`config.mk`:
```
export PLATFORM = sky130hd
export DESIGN_NAME = cordic_rotation_core_flat
export DESIGN_NICKNAME = d
export VERILOG_FILES = /design/src/rtl/cordic_rotation_core_if.sv /design/src/rtl/cordic_rotation_core.sv /design/src/flat_wrapper.sv
export SDC_FILE = /design/constraint.sdc
export NUM_CORES = 1
export LEC_CHECK = 0
export CAP_MARGIN = 40
export CORE_ASPECT_RATIO = 1.1
export CORE_MARGIN = 2
export CORE_UTILIZATION = 51
export CTS_CLUSTER_SIZE = 20
export DETAILED_ROUTE_END_ITERATION = 10
export PLACE_DENSITY_LB_ADDON = 0.3
export REMOVE_ABC_BUFFERS = 1
export SETUP_SLACK_MARGIN = 0.1
export SYNTH_ARGS = -nofsm -noshare
export SYNTH_HDL_FRONTEND = slang
export SYNTH_SLANG_ARGS = --single-unit
```
`constraint.sdc`:
```
create_clock -name clk -period 3.9 [get_ports clk]
set_clock_uncertainty 0.05 [all_clocks]
set_input_delay 0.585 -clock clk [delete_from_list [all_inputs] [get_ports clk]]
set_output_delay 0.585 -clock clk [all_outputs]
set_load 0.05 [all_outputs]
```
`src/rtl/cordic_rotation_core_if.sv`:
```
`default_nettype none
// ============================================================================
// Module   : cordic_rotation_core_if
// Brief    : Controller/ROM-side bus of the rotation-mode CORDIC core.
// Revision : 1.0 - initial release
// ============================================================================
interface cordic_rotation_core_if #(
    parameter int WORD_LENGTH    = 16,
    parameter int ADDRESS_LENGTH = 4
);
    logic                             start;
    logic signed [WORD_LENGTH-1:0]    x_in;
    logic signed [WORD_LENGTH-1:0]    y_in;
    logic signed [WORD_LENGTH-1:0]    z_in;
    logic        [ADDRESS_LENGTH-1:0] rom_address;
    logic signed [WORD_LENGTH-1:0]    rom_data;
    logic signed [WORD_LENGTH-1:0]    x_out;
    logic signed [WORD_LENGTH-1:0]    y_out;
    logic signed [WORD_LENGTH-1:0]    z_out;
    logic                             busy;
    logic                             done;

    // The master side also hosts the shared arctangent ROM, hence it drives rom_data.
    modport master (
        output start, x_in, y_in, z_in, rom_data,
        input  rom_address, x_out, y_out, z_out, busy, done
    );

    modport slave (
        input  start, x_in, y_in, z_in, rom_data,
        output rom_address, x_out, y_out, z_out, busy, done
    );
endinterface
`default_nettype wire

```
`src/rtl/cordic_rotation_core.sv`:
```
`default_nettype none
// ============================================================================
// Module   : cordic_rotation_core
// Brief    : Iterative rotation-mode CORDIC, one micro-rotation per clock,
//            start/busy/done handshake, external combinational atan ROM.
//            Optional macro CORDIC_QUADRANT_EXT_EN folds |z| > pi/2 at load.
// Revision : 1.0 - initial release
// ============================================================================
module cordic_rotation_core #(
    parameter int WORD_LENGTH    = 16,
    parameter int ADDRESS_LENGTH = 4,
    parameter int ITERATIONS     = 16,
    parameter int FRAC_BITS      = 13
) (
    input  wire logic             clk,
    input  wire logic             rst_n,
    cordic_rotation_core_if.slave core_bus
);

    typedef enum logic [1:0] {
        S_IDLE   = 2'd0,
        S_ROTATE = 2'd1,
        S_DONE   = 2'd2
    } state_t;

    localparam logic [ADDRESS_LENGTH-1:0] c_iter_last = ADDRESS_LENGTH'(ITERATIONS - 1);

    if (ITERATIONS < 1 || ITERATIONS > (1 << ADDRESS_LENGTH)) begin : g_bad_iterations
        $error("cordic_rotation_core: ITERATIONS out of range for ADDRESS_LENGTH");
    end
    if (FRAC_BITS < 1 || FRAC_BITS > WORD_LENGTH - 2) begin : g_bad_frac_bits
        $error("cordic_rotation_core: FRAC_BITS must leave room for two integer bits");
    end

    state_t                             state_q, state_d;
    logic        [ADDRESS_LENGTH-1:0]   iter_q, iter_d;
    logic signed [WORD_LENGTH-1:0]      x_q, x_d;
    logic signed [WORD_LENGTH-1:0]      y_q, y_d;
    logic signed [WORD_LENGTH-1:0]      z_q, z_d;
    logic signed [WORD_LENGTH-1:0]      xo_q, xo_d;
    logic signed [WORD_LENGTH-1:0]      yo_q, yo_d;
    logic signed [WORD_LENGTH-1:0]      zo_q, zo_d;

    logic signed [WORD_LENGTH-1:0]      w_x_ld, w_y_ld, w_z_ld;
    logic signed [WORD_LENGTH-1:0]      w_x_sh, w_y_sh;
    logic signed [WORD_LENGTH-1:0]      w_x_rot, w_y_rot, w_z_rot;
    logic                               w_dir_pos;

`ifdef CORDIC_QUADRANT_EXT_EN
    // pi and pi/2 in Q(FRAC_BITS), derived from their Q2.13 values 25736 / 12868.
    localparam longint c_pi_int      = (64'sd25736 * (64'sd1 <<< FRAC_BITS)) / 64'sd8192;
    localparam longint c_half_pi_int = (64'sd12868 * (64'sd1 <<< FRAC_BITS)) / 64'sd8192;
    localparam logic signed [WORD_LENGTH-1:0] c_pi      = WORD_LENGTH'(c_pi_int);
    localparam logic signed [WORD_LENGTH-1:0] c_half_pi = WORD_LENGTH'(c_half_pi_int);

    // Rotating by +-pi negates the vector, so fold the angle into [-pi/2, pi/2].
    always_comb begin
        w_x_ld = core_bus.x_in;
        w_y_ld = core_bus.y_in;
        w_z_ld = core_bus.z_in;
        if (core_bus.z_in > c_half_pi) begin
            w_x_ld = -core_bus.x_in;
            w_y_ld = -core_bus.y_in;
            w_z_ld = core_bus.z_in - c_pi;
        end else if (core_bus.z_in < -c_half_pi) begin
            w_x_ld = -core_bus.x_in;
            w_y_ld = -core_bus.y_in;
            w_z_ld = core_bus.z_in + c_pi;
        end
    end
`else
    always_comb begin
        w_x_ld = core_bus.x_in;
        w_y_ld = core_bus.y_in;
        w_z_ld = core_bus.z_in;
    end
`endif

    always_comb begin
        w_dir_pos = ~z_q[WORD_LENGTH-1];
        w_x_sh    = x_q >>> iter_q;
        w_y_sh    = y_q >>> iter_q;
        w_x_rot   = w_dir_pos ? (x_q - w_y_sh)            : (x_q + w_y_sh);
        w_y_rot   = w_dir_pos ? (y_q + w_x_sh)            : (y_q - w_x_sh);
        w_z_rot   = w_dir_pos ? (z_q - core_bus.rom_data) : (z_q + core_bus.rom_data);
    end

    always_comb begin
        state_d = state_q;
        iter_d  = iter_q;
        x_d     = x_q;
        y_d     = y_q;
        z_d     = z_q;
        xo_d    = xo_q;
        yo_d    = yo_q;
        zo_d    = zo_q;

        unique case (state_q)
            S_IDLE: begin
                if (core_bus.start) begin
                    x_d     = w_x_ld;
                    y_d     = w_y_ld;
                    z_d     = w_z_ld;
                    iter_d  = '0;
                    state_d = S_ROTATE;
                end
            end
            S_ROTATE: begin
                x_d    = w_x_rot;
                y_d    = w_y_rot;
                z_d    = w_z_rot;
                iter_d = iter_q + 1'b1;
                if (iter_q == c_iter_last) begin
                    xo_d    = w_x_rot;
                    yo_d    = w_y_rot;
                    zo_d    = w_z_rot;
                    iter_d  = '0;
                    state_d = S_DONE;
                end
            end
            S_DONE: begin
                state_d = S_IDLE;
            end
            default: begin
                state_d = S_IDLE;
                iter_d  = '0;
            end
        endcase
    end

    always_ff @(posedge clk or negedge rst_n) begin
        if (!rst_n) begin
            state_q <= S_IDLE;
            iter_q  <= '0;
            x_q     <= '0;
            y_q     <= '0;
            z_q     <= '0;
            xo_q    <= '0;
            yo_q    <= '0;
            zo_q    <= '0;
        end else begin
            state_q <= state_d;
            iter_q  <= iter_d;
            x_q     <= x_d;
            y_q     <= y_d;
            z_q     <= z_d;
            xo_q    <= xo_d;
            yo_q    <= yo_d;
            zo_q    <= zo_d;
        end
    end

    assign core_bus.rom_address = (state_q == S_ROTATE) ? iter_q : '0;
    assign core_bus.busy        = (state_q != S_IDLE);
    assign core_bus.done        = (state_q == S_DONE);
    assign core_bus.x_out       = xo_q;
    assign core_bus.y_out       = yo_q;
    assign core_bus.z_out       = zo_q;

endmodule
`default_nettype wire

```
`src/flat_wrapper.sv`:
```
// flat-port wrapper written by rule: the top's interface ports become plain ports
module cordic_rotation_core_flat 
#(
    parameter int WORD_LENGTH    = 16,
    parameter int ADDRESS_LENGTH = 4,
    parameter int ITERATIONS     = 16,
    parameter int FRAC_BITS      = 13
)
  (clk, rst_n, core_bus_start, core_bus_x_in, core_bus_y_in, core_bus_z_in, core_bus_rom_data, core_bus_rom_address, core_bus_x_out, core_bus_y_out, core_bus_z_out, core_bus_busy, core_bus_done);
  cordic_rotation_core_if #(.WORD_LENGTH(WORD_LENGTH), .ADDRESS_LENGTH(ADDRESS_LENGTH)) core_bus_i ();
  input  wire logic clk;
  input  wire logic rst_n;
  input wire logic [$bits(core_bus_i.start)-1:0] core_bus_start;
  input wire logic [$bits(core_bus_i.x_in)-1:0] core_bus_x_in;
  input wire logic [$bits(core_bus_i.y_in)-1:0] core_bus_y_in;
  input wire logic [$bits(core_bus_i.z_in)-1:0] core_bus_z_in;
  input wire logic [$bits(core_bus_i.rom_data)-1:0] core_bus_rom_data;
  output wire logic [$bits(core_bus_i.rom_address)-1:0] core_bus_rom_address;
  output wire logic [$bits(core_bus_i.x_out)-1:0] core_bus_x_out;
  output wire logic [$bits(core_bus_i.y_out)-1:0] core_bus_y_out;
  output wire logic [$bits(core_bus_i.z_out)-1:0] core_bus_z_out;
  output wire logic [$bits(core_bus_i.busy)-1:0] core_bus_busy;
  output wire logic [$bits(core_bus_i.done)-1:0] core_bus_done;
  assign core_bus_i.start = core_bus_start;
  assign core_bus_i.x_in = core_bus_x_in;
  assign core_bus_i.y_in = core_bus_y_in;
  assign core_bus_i.z_in = core_bus_z_in;
  assign core_bus_i.rom_data = core_bus_rom_data;
  assign core_bus_rom_address = core_bus_i.rom_address;
  assign core_bus_x_out = core_bus_i.x_out;
  assign core_bus_y_out = core_bus_i.y_out;
  assign core_bus_z_out = core_bus_i.z_out;
  assign core_bus_busy = core_bus_i.busy;
  assign core_bus_done = core_bus_i.done;
  cordic_rotation_core #(.WORD_LENGTH(WORD_LENGTH), .ADDRESS_LENGTH(ADDRESS_LENGTH), .ITERATIONS(ITERATIONS), .FRAC_BITS(FRAC_BITS)) u_core (.clk(clk), .rst_n(rst_n), .core_bus(core_bus_i));
endmodule
```
==> flow_metrics.env <==
export IMPL_status="finished with violations"
export IMPL_failed_checks="setup timing"
export IMPL_die_h_um=141
export IMPL_critPathLaunchType="register"
export IMPL_syn_area_um2=8690
export IMPL_die_w_um=128
export IMPL_root_buffer="clkbuf_16"
export IMPL_cp_max_fo=7
export IMPL_numClockSinks=102
export IMPL_diodes=0
export IMPL_fin_hold_ws_ps=238
export IMPL_cp_top_family="compound AO/OA/AOI/OAI gates"
export IMPL_synth_async_reset_ratio_pct=100
export IMPL_cp_slowest_cell="mux4_2"
export IMPL_fillCellCount=1217
export IMPL_nets=1455
export IMPL_reg2reg_depth=18
export IMPL_grtUsageTotal_pct=31.3
export IMPL_critPathKind="reg2reg"
export IMPL_num_vias=8905
export IMPL_yosysUniqueCellTypes=76
export IMPL_synth_edf_count=0
export IMPL_clkTransAtPathRegs_ps=90
export IMPL_fmax_ghz=0.230
export IMPL_period_minus_slack_ps=4350
export IMPL_place_congestion=0.962
export IMPL_grt_first_pass_wirelength_um=44700
export IMPL_grt_max_degree=88
export IMPL_dpl_hpwl_um=20800
export IMPL_port_buffers=120
export IMPL_avgViaCountPerCell=5.76
export IMPL_crit_buf_inv=2
export IMPL_ys_ff_latch=102
export IMPL_path_depth=18
export IMPL_max_cap_violations=0
export IMPL_avgSynthCellArea_um2=8.62
export IMPL_final_common_cell="buf_4"
export IMPL_cpPeakStageDelay_ps=530
export IMPL_die_area_um2=18100
export IMPL_detail_route_antenna_nets=0
export IMPL_finalWorstSetupSlack_ps=-453
export IMPL_yosys_warnings=0
export IMPL_cp_required_ps=4070
export IMPL_grt_pass1_vias=8836
export IMPL_core_area_um2=16800
export IMPL_wl_um=28500
export IMPL_synth_seq_area_share_pct=29.4
export IMPL_synth_top_flop_cell="dfrtp_1"
export IMPL_final_cell_mix="buf_4 (230), nand2_1 (147), clkdlybuf4s50_1 (119)"
export IMPL_finalSetupViolations=25
export IMPL_drc_errors=0
export IMPL_rsz0062_at_grt="true"
export IMPL_drive_gt1_share_pct=31.2
export IMPL_critPathCaptureType="register"
export IMPL_clkLatencyLatePin_ps=370
export IMPL_cts_buffers=9
export IMPL_maxSlewViolCount=0
export IMPL_overflow=0
export IMPL_drt_iter0_markers=561
export IMPL_tightest_slew_ps=869
export IMPL_arrival_ps=4520
export IMPL_clockBufferDepth=2
export IMPL_hold_class="in2async"
export IMPL_detail_route_wl_per_cell_um=18.4
export IMPL_netlist_instances=1008
export IMPL_row_count=50
export IMPL_tritoncts="yes"
export IMPL_firstDrtPassIters=5
export IMPL_relSlewSlack_pct=42.0
export IMPL_htree_levels=3
export IMPL_worstPathCellList="buf_12, mux4_2, a22o_1, a21oi_2, ha_2, buf_6, nor2_1, xor2_1, ha_1, a21o_1, a21oi_4, o21ai_1, and3_4, o31a_1, a21o_1, a21oi_2, xor2_2, a21oi_1"
export IMPL_pin_count=121
export IMPL_start_util_pct=51.6
export IMPL_antenna_found_initial=0
export IMPL_min_period_over_period_pct=112
export IMPL_synthToLayoutAreaGrowth_pct=47.5
export IMPL_hold_viol=0
through the flow:
stage | utilization (%) | std cells | instance area [um^2] | TNS (ps) | setup slack, ps
2_1_floorplan | - | 954 | 8440 | -129150 | -2700
3_3_place_gp | 68.7 | 1493 | 11600 | -8490 | -516
3_5_place_dp | 68.7 | 1493 | 11600 | -11790 | -663
4_1_cts | 73.8 | 1529 | 12400 | -5880 | -402
5_1_grt | 76.1 | 1546 | 12800 | -10680 | -607
6_report | 76.1 | 1546 | 12800 | -6390 | -453
registers in the layout (all words and copies together), names as in the netlist:
register and cells:
u_core.x_q 16, u_core.iter_q 4, u_core.y_q 16, u_core.core_bus.x_out 16, u_core.core_bus.z_out 16, u_core.z_q 16
u_core.state_q 2, u_core.core_bus.y_out 16
worst reg2reg max path, stage by stage, from the launching register on:
cell and delay (ps):
dfrtp_2 440, buf_12 160, mux4_2 540, a22o_1 260, a21oi_2 170, ha_2 250, buf_6 110, nor2_1 40
xor2_1 200, ha_1 280, a21o_1 210, a21oi_4 160, o21ai_1 120, and3_4 180, o31a_1 340, a21o_1 210
a21oi_2 210, xor2_2 190, a21oi_1 80
final timing paths:
path / from / to / slack (ps)
max: u_core.iter_q[0]$_DFFE_PN0P_ / u_core.y_q[14]$_DFFE_PN0P_ / -450
min: rst_n / u_core.y_q[8]$_DFFE_PN0P_ / 240
max reg2reg: u_core.iter_q[0]$_DFFE_PN0P_ / u_core.y_q[14]$_DFFE_PN0P_ / -450
min reg2reg: u_core.core_bus.y_out[11]$_DFFE_PN0P_ / u_core.core_bus.y_out[11]$_DFFE_PN0P_ / 420
max in group asynchronous: rst_n / u_core.x_q[9]$_DFFE_PN0P_ / 2850
min in group clk: u_core.core_bus.y_out[11]$_DFFE_PN0P_ / u_core.core_bus.y_out[11]$_DFFE_PN0P_ / 420
cell usage after synthesis, types with 3 or more instances:
library cell,instances,share of area [%]
nand2_1,151,6.5
dfrtp_1,102,29
a21oi_1,81,4.7
nor2_1,76,3.3
o21ai_0,74,4.3
ha_1,52,7.5
xor2_1,41,4.1
xnor2_1,40,4.0
mux2i_1,38,4.4
clkbuf_1,34,1.5
nor2b_1,31,2.2
inv_1,26,1.1
a211oi_1,24,2.1
nor3_1,22,1.3
mux4_2,21,5.4
a31oi_1,16,1.2
mux2_2,15,1.9
a21o_1,10,0.86
and3_1,10,0.72
nand2b_1,10,0.72
nand3_1,10,0.58
buf_1,9,0.39
o21bai_1,7,0.60
or2_2,7,0.50
o211ai_1,6,0.52
buf_2,5,0.29
and2_1,4,0.29
nor4_1,4,0.29
o21ai_1,4,0.23
o31ai_1,4,0.35
a221o_1,3,0.35
a22o_1,3,0.30
a22oi_1,3,0.26
a41oi_1,3,0.30
and3b_1,3,0.30
buf_4,3,0.26
fa_1,3,0.69
mux4_1,3,0.91
o22ai_1,3,0.22
final cells by class:
type / instances / area, um^2 / share of cell area (%)
clock buffers: 9 / 225 / 1.76
clock inverters: 7 / 75.1 / 0.586
inverters: 29 / 109 / 0.850
multi-input cells: 823 / 6380 / 49.8
flip-flops and latches: 102 / 2550 / 19.9
well taps: 208 / 260 / 2.03
repair buffers: 368 / 3210 / 25.0
routing by layer:
layer  vias to the layer above  track usage [%]  wire [um]
met5                         -                0          0
met1                      4279             37.5      11400
li1                       4258                -          -
met3                        69             5.12       1580
met4                         0             11.4        938
met2                       299             56.3      14600
cell families (layout without fill, tap and decap cells):
family	Yosys count	count (layout)	share of synthesized area, %
adder cells (fa/ha/maj)	55	55	8.18
multiplexers	78	78	12.8
AO/OA/AOI/OAI	268	268	19.4
AND/OR/NAND/NOR	341	341	17.9
flip-flops	102	102	29.4
buffers and inverters	83	413	4.15
XOR/XNOR	81	81	8.17
repair_timing:
action | 4_1_cts | 5_1_grt
endpoints found under the setup margin | 34 | 40
cloned | 1 | 0
pin swaps | 45 | 45
gates resized for setup | 88 | 59
hold buffers | 0 | 0
setup buffers | 19 | 19
Power is not shown: default switching activity piles up to over one toggle a cycle in this logic, so the estimate is an artifact.
